--- config.mk ---
export PLATFORM = sky130hd
export DESIGN_NAME = spi_target
export DESIGN_NICKNAME = d
export VERILOG_FILES = /design/src/rtl/spi_target_pkg.sv /design/src/rtl/spi_target_sync.sv /design/src/rtl/spi_target.sv
export SDC_FILE = /design/constraint.sdc
export NUM_CORES = 1
export LEC_CHECK = 0
export BUFFER_PORTS_ARGS = -buffer_cell sky130_fd_sc_hd__buf_2
export CORE_MARGIN = 10
export CORE_UTILIZATION = 59
export DETAILED_ROUTE_END_ITERATION = 16
export GPL_TIMING_DRIVEN = 0
export PLACE_DENSITY = 0.95
export SLEW_MARGIN = 20
export SYNTH_ARGS = -nofsm -noshare
export SYNTH_HDL_FRONTEND = slang
export SYNTH_SLANG_ARGS = --single-unit
--- constraint.sdc ---
create_clock -name clk -period 4.2 [get_ports clk]
set_input_delay 1.26 -clock clk [delete_from_list [all_inputs] [get_ports clk]]
set_output_delay 1.26 -clock clk [all_outputs]
set_load 0.005 [all_outputs]
--- src/rtl/spi_target_pkg.sv ---
// Shared ZXUNO register numbers and status layout for the SPI target port.
package spi_target_pkg;

    // ZXUNO register numbers used by the SPI target
    localparam logic [7:0] ZX_SPI_DATAREG = 8'hC6;
    localparam logic [7:0] ZX_SPI_STATREG = 8'hC7;

    // Status byte bit positions
    localparam int ST_RX_FULL   = 0;
    localparam int ST_TX_VALID  = 1;
    localparam int ST_OVERRUN   = 2;
    localparam int ST_CS_ACTIVE = 7;

    // Byte shifted out when the CPU has not queued anything
    localparam logic [7:0] TX_IDLE_BYTE = 8'hFF;

    // Assemble the status register image
    function automatic logic [7:0] status_byte(input logic cs_active,
                                               input logic overrun,
                                               input logic tx_valid,
                                               input logic rx_full);
        logic [7:0] s;
        s = 8'h00;
        s[ST_CS_ACTIVE] = cs_active;
        s[ST_OVERRUN]   = overrun;
        s[ST_TX_VALID]  = tx_valid;
        s[ST_RX_FULL]   = rx_full;
        return s;
    endfunction

endpackage

--- src/rtl/spi_target_sync.sv ---
// Two-flop synchronizer for one asynchronous SPI pin, with edge detect
// on the synchronized copy.
module spi_target_sync
    import spi_target_pkg::*;
#(
    parameter logic RST_VAL = 1'b0
) (
    input  logic clk,
    input  logic rst_n,
    input  logic d_i,
    output logic lvl_o,
    output logic rise_o,
    output logic fall_o
);

    logic meta_q;
    logic sync_q;
    logic prev_q;

    // Synchronizer chain plus one history flop for edge detection
    always_ff @(posedge clk) begin
        if (!rst_n) begin
            meta_q <= RST_VAL;
            sync_q <= RST_VAL;
            prev_q <= RST_VAL;
        end else begin
            meta_q <= d_i;
            sync_q <= meta_q;
            prev_q <= sync_q;
        end
    end

    assign lvl_o  = sync_q;
    assign rise_o = sync_q & ~prev_q;
    assign fall_o = ~sync_q & prev_q;

endmodule

--- src/rtl/spi_target.sv ---
// SPI mode-0 target exposed to the CPU as two ZXUNO registers:
// a data register (RX byte on read, TX byte on write) and a status/control
// register.
module spi_target
    import spi_target_pkg::*;
#(
    parameter logic [7:0] DATAREG = ZX_SPI_DATAREG,
    parameter logic [7:0] STATREG = ZX_SPI_STATREG
) (
    input  logic       clk,
    input  logic       rst_n,
    input  logic [7:0] addr,
    input  logic       ior,
    input  logic       iow,
    input  logic [7:0] din,
    output logic [7:0] dout,
    output logic       oe_n,
    input  logic       spi_cs_n,
    input  logic       spi_sck,
    input  logic       spi_mosi,
    output logic       spi_miso,
    output logic       spi_miso_oe
);

    logic cs_n_lvl, cs_rise, cs_fall;
    logic sck_lvl, sck_rise, sck_fall;
    logic mosi_lvl, mosi_rise, mosi_fall;
    logic unused_edges;

    spi_target_sync #(.RST_VAL(1'b1)) u_sync_cs (
        .clk(clk), .rst_n(rst_n), .d_i(spi_cs_n),
        .lvl_o(cs_n_lvl), .rise_o(cs_rise), .fall_o(cs_fall)
    );
    spi_target_sync #(.RST_VAL(1'b0)) u_sync_sck (
        .clk(clk), .rst_n(rst_n), .d_i(spi_sck),
        .lvl_o(sck_lvl), .rise_o(sck_rise), .fall_o(sck_fall)
    );
    spi_target_sync #(.RST_VAL(1'b0)) u_sync_mosi (
        .clk(clk), .rst_n(rst_n), .d_i(spi_mosi),
        .lvl_o(mosi_lvl), .rise_o(mosi_rise), .fall_o(mosi_fall)
    );

    // cs rising needs no edge action: dropping 'active' already aborts the frame
    assign unused_edges = cs_rise ^ sck_lvl ^ mosi_rise ^ mosi_fall;

    logic [1:0] settle_q;
    logic       armed_q;
    logic [2:0] bit_cnt_q;
    logic [7:0] rx_shift_q, rx_data_q, tx_hold_q, tx_shift_q;
    logic       rx_full_q, overrun_q, tx_valid_q, load_pend_q;
    logic       rx_full_d, overrun_d, tx_valid_d;
    logic       iow_q, rd_dat_q, rd_stat_q;

    logic active, sel_dat, sel_stat, wr_first, wr_dat, flush;
    logic bit_in, frame_done, tx_load, rx_clr, ovr_clr;

    // armed_q blocks a frame until cs has been seen inactive after reset,
    // so a reset inside a frame cannot resume on the old cs assertion
    assign active     = armed_q & ~cs_n_lvl;
    assign sel_dat    = (addr == DATAREG);
    assign sel_stat   = (addr == STATREG);
    assign wr_first   = iow & ~iow_q;
    assign wr_dat     = wr_first & sel_dat;
    assign flush      = wr_first & sel_stat & din[0];
    assign bit_in     = active & sck_rise;
    assign frame_done = bit_in & (bit_cnt_q == 3'd7);
    assign tx_load    = (armed_q & cs_fall) | (active & sck_fall & load_pend_q);
    assign rx_clr     = rd_dat_q & ~ior;
    assign ovr_clr    = rd_stat_q & ~ior;

    // Status flag priorities: flush, then frame completion, then read clears
    always_comb begin
        rx_full_d  = rx_full_q;
        overrun_d  = overrun_q;
        tx_valid_d = tx_valid_q;
        if (flush) begin
            rx_full_d  = 1'b0;
            overrun_d  = 1'b0;
            tx_valid_d = 1'b0;
        end else begin
            if (ovr_clr) overrun_d = 1'b0;
            if (frame_done) begin
                rx_full_d = 1'b1;
                if (rx_full_q && !rx_clr) overrun_d = 1'b1;
            end else if (rx_clr) begin
                rx_full_d = 1'b0;
            end
            if (wr_dat) tx_valid_d = 1'b1;
            else if (tx_load) tx_valid_d = 1'b0;
        end
    end

    // Frame engine, CPU-side registers and strobe history
    always_ff @(posedge clk) begin
        if (!rst_n) begin
            settle_q    <= 2'd0;
            armed_q     <= 1'b0;
            bit_cnt_q   <= 3'd0;
            rx_shift_q  <= 8'hFF;
            rx_data_q   <= 8'h00;
            rx_full_q   <= 1'b0;
            overrun_q   <= 1'b0;
            tx_hold_q   <= 8'hFF;
            tx_valid_q  <= 1'b0;
            tx_shift_q  <= 8'hFF;
            load_pend_q <= 1'b0;
            iow_q       <= 1'b0;
            rd_dat_q    <= 1'b0;
            rd_stat_q   <= 1'b0;
        end else begin
            if (!settle_q[1]) settle_q <= settle_q + 2'd1;
            armed_q    <= armed_q | (settle_q[1] & cs_n_lvl);
            iow_q      <= iow;
            rd_dat_q   <= ior & sel_dat;
            rd_stat_q  <= ior & sel_stat;
            rx_full_q  <= rx_full_d;
            overrun_q  <= overrun_d;
            tx_valid_q <= tx_valid_d;
            if (wr_dat) tx_hold_q <= din;

            if (!active) begin
                bit_cnt_q   <= 3'd0;
                load_pend_q <= 1'b0;
            end else if (bit_in) begin
                bit_cnt_q  <= bit_cnt_q + 3'd1;
                rx_shift_q <= {rx_shift_q[6:0], mosi_lvl};
                if (frame_done) load_pend_q <= 1'b1;
            end else if (sck_fall) begin
                load_pend_q <= 1'b0;
            end

            if (frame_done) rx_data_q <= {rx_shift_q[6:0], mosi_lvl};

            if (tx_load) tx_shift_q <= tx_valid_q ? tx_hold_q : TX_IDLE_BYTE;
            else if (active && sck_fall) tx_shift_q <= {tx_shift_q[6:0], 1'b1};
        end
    end

    // CPU read mux; bus idles at FF with oe_n high
    always_comb begin
        dout = 8'hFF;
        oe_n = 1'b1;
        if (ior && sel_dat) begin
            dout = rx_data_q;
            oe_n = 1'b0;
        end else if (ior && sel_stat) begin
            dout = status_byte(active, overrun_q, tx_valid_q, rx_full_q);
            oe_n = 1'b0;
        end
    end

    assign spi_miso    = tx_shift_q[7];
    assign spi_miso_oe = active;

endmodule

=== Word level (Yosys, flattened, before mapping) ===
Cells that the tools add are included.

* Add/sub/neg operators: 2
* Equality and inequality tests: 4
* Muxes and demuxes: 18
* Bitwise logic cells: 26
* Reduce and logical (&&, ||, !) cells: 13

{| class="wikitable"
|+ Operator list
! cell !! count
|-
| two-way mux 8 bit || 5
|-
| AND 1 bit || 18
|-
| equality test 8 bit (second input constant) || 2
|-
| two-way mux 1 bit || 12
|-
| nonzero test 2 bit || 4
|-
| NOT 1 bit || 6
|-
| AND reduction 2 bit || 3
|-
| logical AND 1 bit || 4
|-
| adder 3 x 1 -> 3 bit (second input constant) || 1
|-
| equality test 3 bit (second input constant) || 1
|-
| adder 2 x 1 -> 2 bit (second input constant) || 1
|-
| two-way mux 2 bit || 1
|-
| != test 2 x 1 -> 1 bit (second input constant) || 1
|-
| OR 1 bit || 2
|-
| OR reduction 2 bit || 1
|-
| zero test 1 bit || 1
|}

* Bits in registers: 52
* Bits of input ports: 23
* Logic and storage cells: 86

=== Logic depth before layout (Yosys ltp) ===
Gate-level depths: netlist (run 1).

* Depth in word-level cells: 7
* Mapped depth: 6

=== Hierarchy ===
From an unflattened synthesis (run 1), not the netlist that was laid out.

* Cell total of the unflattened synthesis: 232
* Area total of the unflattened synthesis: 2132.0 µm²

{| class="wikitable"
|+ By module, submodules not included
! module !! instances !! cells an instance !! area each (µm²) !! sequential area each (µm²)
|-
| spi_target || 1 || 208 || 1858.0 || 880.8
|-
| spi_target_sync || 3 || 8 || 91.3 || 60.1
|}

=== Worst setup path before layout (run 1) ===
OpenSTA, ideal clock, no wires.

* Path kind: input port to output port
* Start: in addr[4]
* End: out dout[3]
* Arrival time: 1.971 ns
* Required time: 2.940 ns
* Setup slack: 0.969 ns
* Stages on the path: 4
* Buffers on the path: 1
* Cells stage by stage: and4bb_2 -> and3_1 -> buf_2 -> o21ai_0

* Word-level cells in the longest chain between the ends: 4
* Elaborated cells on any way between the ends: 6
* Classes of those cells: eq/ne (2); mux (2); reduce/logical (2)

{| class="wikitable"
|+ Ends and longest elaborated chain
! what !! line !! text
|-
| start: declaration || spi_target.sv:12 || <nowiki>input logic [7:0] addr,</nowiki>
|-
| equality test 8 bit || spi_target.sv:61 || <nowiki>assign sel_stat = (addr == STATREG);</nowiki>
|-
| logical AND 1 bit || spi_target.sv:146 || <nowiki>end else if (ior && sel_stat) begin</nowiki>
|-
| two-way mux 8 bit || spi_target.sv:146 ||
|-
| two-way mux 8 bit * || spi_target.sv:143 || <nowiki>if (ior && sel_dat) begin</nowiki>
|-
| end: declaration || spi_target.sv:16 || <nowiki>output logic [7:0] dout,</nowiki>
|}

Every way passes the cells marked *; elsewhere a longest branch is shown, timed or not.

=== Worst setup path after layout (run 1) ===
Ends and elaborated chain as after synthesis.

==> results.sh, run 1 <==
export IMPL_outcome="complete, no violations"
export IMPL_synth_cell_type_count=36
export IMPL_synth_edf_count=0
export IMPL_drt_iter0_drc=99
export IMPL_io_buffers=32
export IMPL_muxShareOfSynthArea_pct=5.40
export IMPL_crit_buf_inv=3
export IMPL_max_clock_freq_ghz=0.282
export IMPL_syn_num_nets=253
export IMPL_grt_pass1_wl_um=7560
export IMPL_p_per_area_nw_per_um2=356
export IMPL_crit_path_cell_trace="buf_2, and4bb_2, and3_1, buf_2, o21ai_0, buf_2"
export IMPL_drv_cap=0
export IMPL_vias=1694
export IMPL_die_x_um=78.8
export IMPL_die_area_um2=6210
export IMPL_yosysSeqAreaShare_pct=51.0
export IMPL_hold_worst_slack_ns=0.434
export IMPL_cts_tree="done"
export IMPL_period_needed_ns=3.54
export IMPL_overflow=0
export IMPL_die_y_um=78.8
export IMPL_critPathLaunch="addr[4]"
export IMPL_crit_family="simple AND/OR/NAND/NOR gates"
export IMPL_synth_xor_area_share_pct=0.859
export IMPL_ys_ff_latch=52
export IMPL_viasPerCell=5.39
export IMPL_synth_cells=228
export IMPL_r2r_start="u_sync_cs.prev_q"
export IMPL_synthAdderAreaFrac_pct=1.23
export IMPL_cts_setup_buffers=0
export IMPL_coreArea_um2=3340
export IMPL_synth_async_sr_flop_share_pct=0
export IMPL_hpwlAfterDp_um=3340
export IMPL_avgSynthCellArea_um2=8.94
export IMPL_finalHoldViolations=0
export IMPL_ant_nets=0
export IMPL_vdd_drop_max_uv=288
export IMPL_rrSetupSlack_ns=2.81
export IMPL_setup_violations=0
export IMPL_skew_ns=0.00723
export IMPL_rsz0062_at_grt="false"
export IMPL_netlist_area_um2=2040
export IMPL_grt_start_max_net_pins=16
export IMPL_final_cell_mix="nand2_1 (57), dfxtp_1 (52), buf_2 (35), o21ai_0 (12), mux2i_1 (11)"
export IMPL_hold_path_startpoint="u_sync_cs.meta_q"
export IMPL_cts_sinks=52
export IMPL_slowest_delay_ns=0.31
export IMPL_synthSimpleGateAreaFrac_pct=24.0
export IMPL_worst_hold_path_type="reg -> reg"
export IMPL_diodes=0
export IMPL_cts_buffer_depth=2
export IMPL_hold_path_depth=1
export IMPL_clkSlewWorstSetupHoldPaths_ns=0.13
export IMPL_ys_warn_count=0
export IMPL_h_tree_depth=2
export IMPL_antenna_found_initial=0
export IMPL_reg2regPathDepth=3
export IMPL_tightestPinTransition_ns=0.617
export IMPL_worst_setup_path_type="in -> out"
export IMPL_cp_required_ns=2.94
export IMPL_wl_um=4480
export IMPL_wl_per_cell_um=14.3
export IMPL_multi_input_area_um2=908
export IMPL_start_kind="input port"
export IMPL_crit_top_cell="buf_2"
export IMPL_period_share_pct=84.4
export IMPL_synthToLayoutAreaGrowth_pct=14.4
export IMPL_nNetsFinal=292
export IMPL_cp_arrival_ns=2.28
export IMPL_cpMaxStageDelayCell="and4bb_2"
export IMPL_synth_top_family_by_area="simple AND/OR/NAND/NOR gates"
export IMPL_endpoint_kind="output pin"
export IMPL_drt_first_pass_iters=4
export IMPL_ios=34
export IMPL_grt_usage_pct=15.0
export IMPL_drc=0
export IMPL_cts_buffers=5
export IMPL_slew_viol_final=0
export IMPL_nFillCells=281
export IMPL_placementRows=21
export IMPL_layout_commonest_cell="nand2_1"
export IMPL_r2r_end="tx_shift_q[5]"
export IMPL_holdBufCountCts=0
export IMPL_root_buffer="clkbuf_4"
export IMPL_worstSkewPairLatency_ns=0.37
export IMPL_gp_congestion=0.854
export IMPL_slew_headroom_pct=58.4
export IMPL_seq_area_um2=1040
export IMPL_synth_compound_area_share_pct=13.0
export IMPL_start_util_pct=61.1
export IMPL_drive_gt1_share_pct=18.3
export IMPL_ys_flop_type="dfxtp_1"
export IMPL_grt_pass1_vias=1677
export IMPL_cts_resized=0
export IMPL_cp_max_fo=10
export IMPL_hold_path_endpoint="u_sync_cs.lvl_o"
export IMPL_power_leakage_nw=1.01
export IMPL_tns_ns=0
layer usage:
metal,track usage [%],up-vias,share of wire (%)
met5,0,-,0
met4,9.14,0,3.0
met3,6.42,12,8.0
met2,23.3,52,47
met1,16.8,780,42
li1,-,850,-
flip-flops by register name (all words and copies together) (netlist names), 2 cells and up:
signal / flops
bit_cnt_q: 3
rx_data_q: 8
rx_shift_q: 7
settle_q: 2
tx_hold_q: 8
tx_shift_q: 8
power breakdown:
| group | leakage, nW | total, mW | internal, mW | switching (mW) |
|---|---|---|---|---|
| Clock | 0.0422 | 0.272 | 0.125 | 0.147 |
| Sequential | 0.423 | 0.513 | 0.504 | 0.00837 |
| Combinational | 0.545 | 0.0446 | 0.0226 | 0.0220 |
| Total | 1.01 | 0.830 | 0.652 | 0.178 |
worst max path at each step:
stage	to	slack [ns]	cells after the start
5_1_grt	dout[4]	0.54	6
4_1_cts	dout[5]	0.65	6
2_1_floorplan	dout[3]	0.97	4
3_3_place_gp	dout[6]	0.68	6
6_report	dout[3]	0.66	6
3_5_place_dp	dout[5]	0.65	6
layout make-up:
type	instances	area share (%)
plain buffers	12	2.57
clock buffers	6	1.77
clock inverters	2	1.50
inverters	8	1.29
multi-input cells	156	38.9
flip-flops and latches	52	44.6
well taps	46	2.47
repair buffers	32	6.86
synthesized netlist by cell type, drive strengths merged (5+ instances only):
cell,count,share of area (%)
nand2,57,10
dfxtp,52,51
o21ai,13,3.4
mux2i,11,5.4
a21boi,8,2.9
and2,8,2.5
inv,8,1.5
a21oi,7,1.7
nand3,7,1.7
buf,6,1.8
clkbuf,6,1.1
nand2b,5,1.9
o211ai,5,1.8
o22ai,5,1.5
cell families after synthesis:
group,count (synthesis)
AND/OR/NAND/NOR,99
flip-flops,52
AO/OA/AOI/OAI,42
buffers and inverters,20
multiplexers,11
XOR/XNOR,2
adder cells (fa/ha/maj),2
per-stage QoR:
stage / instances / util, % / power [mW] / cell area, µm² / setup slack, ns
floorplan: 228 / - / 0.548 / 2040 / 0.969
global placement: 306 / 67.6 / 0.565 / 2260 / 0.682
detailed placement: 306 / 67.6 / 0.568 / 2260 / 0.652
CTS: 314 / 69.9 / 0.834 / 2330 / 0.648
global route: 314 / 69.9 / 0.860 / 2330 / 0.540
finish: 314 / 69.9 / 0.830 / 2330 / 0.657
Power figures use the tool's default switching activity.
==> run 2: changes to the inputs <==
--- a/config.mk
+++ b/config.mk
@@ -7,10 +7,10 @@
 export LEC_CHECK = 0
 export BUFFER_PORTS_ARGS = -buffer_cell sky130_fd_sc_hd__buf_2
 export CORE_MARGIN = 10
-export CORE_UTILIZATION = 59
+export CORE_UTILIZATION = 54
 export DETAILED_ROUTE_END_ITERATION = 16
 export GPL_TIMING_DRIVEN = 0
-export PLACE_DENSITY = 0.95
+export PLACE_DENSITY = 0.89
 export SLEW_MARGIN = 20
 export SYNTH_ARGS = -nofsm -noshare
 export SYNTH_HDL_FRONTEND = slang
==> constraint.sdc (replaced) <==
create_clock -name clk -period 3.6 [get_ports clk]
set_input_delay 1.08 -clock clk [delete_from_list [all_inputs] [get_ports clk]]
set_output_delay 1.08 -clock clk [all_outputs]
set_load 0.005 [all_outputs]
==> run 2 against run 1 <==
Compared with the run above: combinational power is 15% higher; flip-flop and latch count stayed put; register-to-register slack worse by 0.54 ns; hold slack worse by 0.016 ns; clock power is 41% higher; global-route usage is 1.9 points lower; first-iteration DRC count is 24% higher; final cell count is 0.64% higher; core utilization is 5.3 points lower; die area is 6.9% higher; worst setup slack worse by 0.26 ns; wire length is 6.1% lower; largest power group unchanged; highest routed layer unchanged.
==> results.sh, run 2 (synthesis gave the netlist of run 1 again) <==
export IMPL_hpwlAfterDp_um=3070
export IMPL_holdBufCountCts=0
export IMPL_multi_input_area_um2=908
export IMPL_nFillCells=312
export IMPL_grt_usage_pct=13.1
export IMPL_h_tree_depth=2
export IMPL_drv_cap=0
export IMPL_overflow=0
export IMPL_die_area_um2=6630
export IMPL_slew_headroom_pct=58.3
export IMPL_hold_path_startpoint="u_sync_cs.meta_q"
export IMPL_io_buffers=32
export IMPL_wl_um=4210
export IMPL_seqPwrFrac_pct=57.9
export IMPL_grt_pass1_wl_um=6940
export IMPL_worst_hold_path_type="reg -> reg"
export IMPL_die_x_um=81.5
export IMPL_layout_commonest_cell="nand2_1"
export IMPL_cp_arrival_ns=2.13
export IMPL_rsz0062_at_grt="false"
export IMPL_setup_slack_ns=0.395
export IMPL_root_buffer="clkbuf_8"
export IMPL_setup_violations=0
export IMPL_drt_iter0_drc=123
export IMPL_skew_ns=0.00624
export IMPL_cts_tree="done"
export IMPL_tns_ns=0
export IMPL_worst_setup_path_type="in -> out"
export IMPL_intPower_uw=820
export IMPL_cts_resized=0
export IMPL_worstSkewPairLatency_ns=0.30
export IMPL_period_share_pct=89.0
export IMPL_tightestPinTransition_ns=0.619
export IMPL_ant_nets=0
export IMPL_synthToLayoutAreaGrowth_pct=16.1
export IMPL_cp_max_fo=10
export IMPL_vias=1655
export IMPL_gp_congestion=0.799
export IMPL_cp_required_ns=2.52
export IMPL_p_per_area_nw_per_um2=436
export IMPL_ios=34
export IMPL_hold_path_endpoint="u_sync_cs.lvl_o"
export IMPL_crit_path_cell_trace="buf_2, and4bb_2, and3_1, buf_2, o21ai_0, buf_2"
export IMPL_grt_start_max_net_pins=16
export IMPL_viasPerCell=5.24
export IMPL_antenna_found_initial=0
export IMPL_nNetsFinal=292
export IMPL_switchingPower_uw=212
export IMPL_crit_buf_inv=3
export IMPL_max_clock_freq_ghz=0.312
export IMPL_drive_gt1_share_pct=18.3
export IMPL_cts_sinks=52
export IMPL_cts_buffers=5
export IMPL_start_kind="input port"
export IMPL_power_frac_comb_pct=5.0
export IMPL_drt_first_pass_iters=4
export IMPL_cts_setup_buffers=0
export IMPL_vdd_drop_max_uv=321
export IMPL_largestRegisters="rx_data_q x8, tx_hold_q x8, tx_shift_q x8"
export IMPL_hold_worst_slack_ns=0.418
export IMPL_start_util_pct=55.7
export IMPL_slowest_delay_ns=0.31
export IMPL_r2r_start="load_pend_q"
export IMPL_clkSlewWorstSetupHoldPaths_ns=0.08
export IMPL_grt_pass1_vias=1575
export IMPL_dp_worst_setup_slack_ns=0.381
export IMPL_p_clk_share_pct=37.2
export IMPL_endpoint_kind="output pin"
export IMPL_outcome="complete, no violations"
export IMPL_hold_path_depth=1
export IMPL_die_y_um=81.5
export IMPL_rrSetupSlack_ns=2.27
export IMPL_final_cell_mix="nand2_1 (57), dfxtp_1 (52), buf_2 (35), o21ai_0 (12), mux2i_1 (11)"
export IMPL_finalHoldViolations=0
export IMPL_placementRows=22
export IMPL_diodes=0
export IMPL_reg2regPathDepth=3
export IMPL_drc=0
export IMPL_slew_viol_final=0
export IMPL_crit_top_cell="buf_2"
export IMPL_seq_area_um2=1040
export IMPL_r2r_end="tx_shift_q[7]"
export IMPL_power_leakage_nw=1.02
export IMPL_coreArea_um2=3660
export IMPL_wl_per_cell_um=13.3
export IMPL_period_needed_ns=3.21
export IMPL_swShare_pct=20.5
export IMPL_cpMaxStageDelayCell="and4bb_2"
export IMPL_crit_family="simple AND/OR/NAND/NOR gates"
export IMPL_cts_buffer_depth=2
[run 2: cell count changes in the layout (fill, tap and decap cells not counted)]
cell and change:
clkbuf_4 -5, clkbuf_8 +5
[run 2: cell type report]
| type | instances | area share, % |
|---|---|---|
| Timing Repair Buffer | 32 | 6.77 |
| Clock inverter | 2 | 1.48 |
| Multi-Input combinational cell | 156 | 38.4 |
| Buffer | 12 | 2.54 |
| Sequential cell | 52 | 44.0 |
| Tap cell | 48 | 2.54 |
| Inverter | 8 | 1.27 |
| Clock buffer | 6 | 3.07 |
[run 2: worst max path at each step]
stage	to	cells after the start	slack (ns)	startpoint
final	dout[3]	6	0.39	addr[4]
after global routing	dout[3]	6	0.30	addr[4]
after CTS	dout[3]	6	0.38	addr[4]
after detailed placement	dout[3]	6	0.38	addr[4]
after global placement	dout[6]	6	0.44	addr[4]
after floorplan	dout[3]	4	0.73	addr[4]
[run 2: routing by layer]
metal	track usage [%]	share of wire (%)	vias up
met3	4.59	7.3	6
met1	16.1	47	762
met5	0	0	-
met2	20.8	45	42
met4	4.67	1.4	0
li1	-	-	845
[run 2: power groups by stage]
| stage | Combinational, mW | Clock [mW] | Sequential (mW) |
|---|---|---|---|
| final | 0.0511 | 0.383 | 0.597 |
| after global routing | 0.0579 | 0.414 | 0.599 |
| after global placement | 0.0493 | 0 | 0.610 |
| after detailed placement | 0.0509 | 0 | 0.611 |
| after CTS | 0.0515 | 0.393 | 0.597 |
| after floorplan | 0.0308 | 0 | 0.609 |
[run 2: stage by stage]
stage          cells  total power, mW  instance area [µm²]  utilization [%]
2_1_floorplan    228            0.639                 2040                -
6_report         316             1.03                 2370             64.7
4_1_cts          316             1.04                 2370             64.7
3_3_place_gp     308            0.659                 2260             61.7
3_5_place_dp     308            0.662                 2260             61.7
5_1_grt          316             1.07                 2370             64.7
==> run 3: changes to the inputs <==
--- a/config.mk
+++ b/config.mk
@@ -10,7 +10,8 @@
 export CORE_UTILIZATION = 54
 export DETAILED_ROUTE_END_ITERATION = 16
 export GPL_TIMING_DRIVEN = 0
-export PLACE_DENSITY = 0.89
+export PLACE_DENSITY = 0.77
+export REMOVE_ABC_BUFFERS = 1
 export SLEW_MARGIN = 20
 export SYNTH_ARGS = -nofsm -noshare
 export SYNTH_HDL_FRONTEND = slang
==> run 3 against run 2 <==
Compared with the run above: clock skew is 0.00074 ns lower; flip-flop and latch count is the same; total power fell by 5.4%.
==> results.sh, run 3 (synthesis gave the netlist of run 1 again) <==
export IMPL_layout_commonest_cell="nand2_1"
export IMPL_cts_buffers=5
export IMPL_crit_top_cell="buf_2"
export IMPL_crit_family="simple AND/OR/NAND/NOR gates"
export IMPL_nNetsFinal=281
export IMPL_drt_iter0_drc=154
export IMPL_rrSetupSlack_ns=1.96
export IMPL_cts_buffer_depth=2
export IMPL_slowest_delay_ns=0.36
export IMPL_diodes=0
export IMPL_power_frac_comb_pct=4.8
export IMPL_die_area_um2=6630
export IMPL_skew_ns=0.00550
export IMPL_grt_usage_pct=11.6
export IMPL_slew_headroom_pct=52.1
export IMPL_cts_setup_buffers=0
export IMPL_worstSkewPairLatency_ns=0.30
export IMPL_endpoint_kind="output pin"
export IMPL_seqPwrFrac_pct=61.1
export IMPL_worstSetupPathDepth=5
export IMPL_tns_ns=0
export IMPL_drc=0
export IMPL_intPower_uw=769
export IMPL_rsz0062_at_grt="false"
export IMPL_synthToLayoutAreaGrowth_pct=12.7
export IMPL_vdd_drop_max_uv=280
export IMPL_ant_nets=0
export IMPL_reg2regPathDepth=4
export IMPL_cp_required_ns=2.52
export IMPL_p_clk_share_pct=34.0
export IMPL_period_needed_ns=3.20
export IMPL_placementRows=22
export IMPL_wl_um=3650
export IMPL_crit_buf_inv=2
export IMPL_hold_path_depth=1
export IMPL_cpMaxStageDelayCell="and3_1"
export IMPL_h_tree_depth=2
export IMPL_grt_start_max_net_pins=48
export IMPL_tightestPinTransition_ns=0.719
export IMPL_grt_pass1_wl_um=6190
export IMPL_root_buffer="clkbuf_8"
export IMPL_cts_tree="done"
export IMPL_start_kind="input port"
export IMPL_hpwlAfterDp_um=2610
export IMPL_power_uw=976
export IMPL_ios=34
export IMPL_antenna_found_initial=0
export IMPL_coreArea_um2=3660
export IMPL_finalHoldViolations=0
export IMPL_clkSlewWorstSetupHoldPaths_ns=0.08
export IMPL_worst_hold_path_type="reg -> reg"
export IMPL_final_cell_mix="nand2_1 (57), dfxtp_1 (52), buf_2 (33), o21ai_0 (12), mux2i_1 (11)"
export IMPL_grt_pass1_vias=1387
export IMPL_die_x_um=81.5
export IMPL_wl_per_cell_um=12.0
export IMPL_cp_arrival_ns=2.12
export IMPL_drv_cap=0
export IMPL_power_leakage_nw=0.984
export IMPL_worst_setup_path_type="in -> out"
export IMPL_overflow=0
export IMPL_crit_path_cell_trace="buf_2, and4bb_2, and3_1, o21ai_0, buf_2"
export IMPL_die_y_um=81.5
export IMPL_setup_violations=0
export IMPL_dpl_instance_area_um2=2200
export IMPL_drive_gt1_share_pct=17.1
export IMPL_cts_sinks=52
export IMPL_drt_first_pass_iters=4
export IMPL_fin_area_um2=2300
export IMPL_holdBufCountCts=0
export IMPL_outcome="complete, no violations"
export IMPL_cts_resized=0
export IMPL_p_per_area_nw_per_um2=425
export IMPL_viasPerCell=5.19
export IMPL_cp_max_fo=11
export IMPL_slew_viol_final=0
export IMPL_switchingPower_uw=207
export IMPL_vias=1583
export IMPL_period_share_pct=89.0
export IMPL_start_util_pct=55.7
export IMPL_io_buffers=33
export IMPL_largestRegisters="rx_data_q x8, tx_hold_q x8, tx_shift_q x8"
export IMPL_swShare_pct=21.2
export IMPL_max_clock_freq_ghz=0.312
export IMPL_gp_congestion=0.731
==> run 3: layout make-up <==
class,instances,area (µm²)
multi-input cells,156,908
clock buffers,7,86.3
repair buffers,33,165
inverters,8,30.0
well taps,48,60.1
clock inverters,1,7.51
fillers,336,1360
flip-flops and latches,52,1040
==> run 3: per-layer routing <==
layer	up-vias	global-route usage, %	share of wire (%)
met5	-	0	0
met4	0	4.67	1.5
met3	5	5.02	8.9
met2	43	17.2	45
met1	717	14.4	44
li1	818	-	-
==> run 3: power by group through the flow <==
stage               Sequential [mW]  Clock [mW]  Combinational [mW]
floorplan                     0.609           0              0.0235
global placement              0.610           0              0.0463
detailed placement            0.611           0              0.0476
CTS                           0.597       0.348              0.0481
global route                  0.600       0.372              0.0539
finish                        0.597       0.332              0.0471
==> run 3: stage by stage <==
step	std cells	utilization, %	setup slack, ns	hold slack (ns)
2_1_floorplan	216	-	0.718	0.386
3_3_place_gp	297	60.2	0.406	0.389
3_5_place_dp	297	60.2	0.389	0.392
4_1_cts	305	62.8	0.388	0.413
5_1_grt	305	62.8	0.248	0.435
6_report	305	62.8	0.397	0.412
==> run 3: path summary, 6_finish.rpt <==
path / endpoint / from
setup / recovery: dout[6] / addr[4]
setup reg to reg: overrun_q / armed_q
hold reg to reg: u_sync_cs.lvl_o / u_sync_cs.meta_q
hold / removal: u_sync_cs.lvl_o / u_sync_cs.meta_q
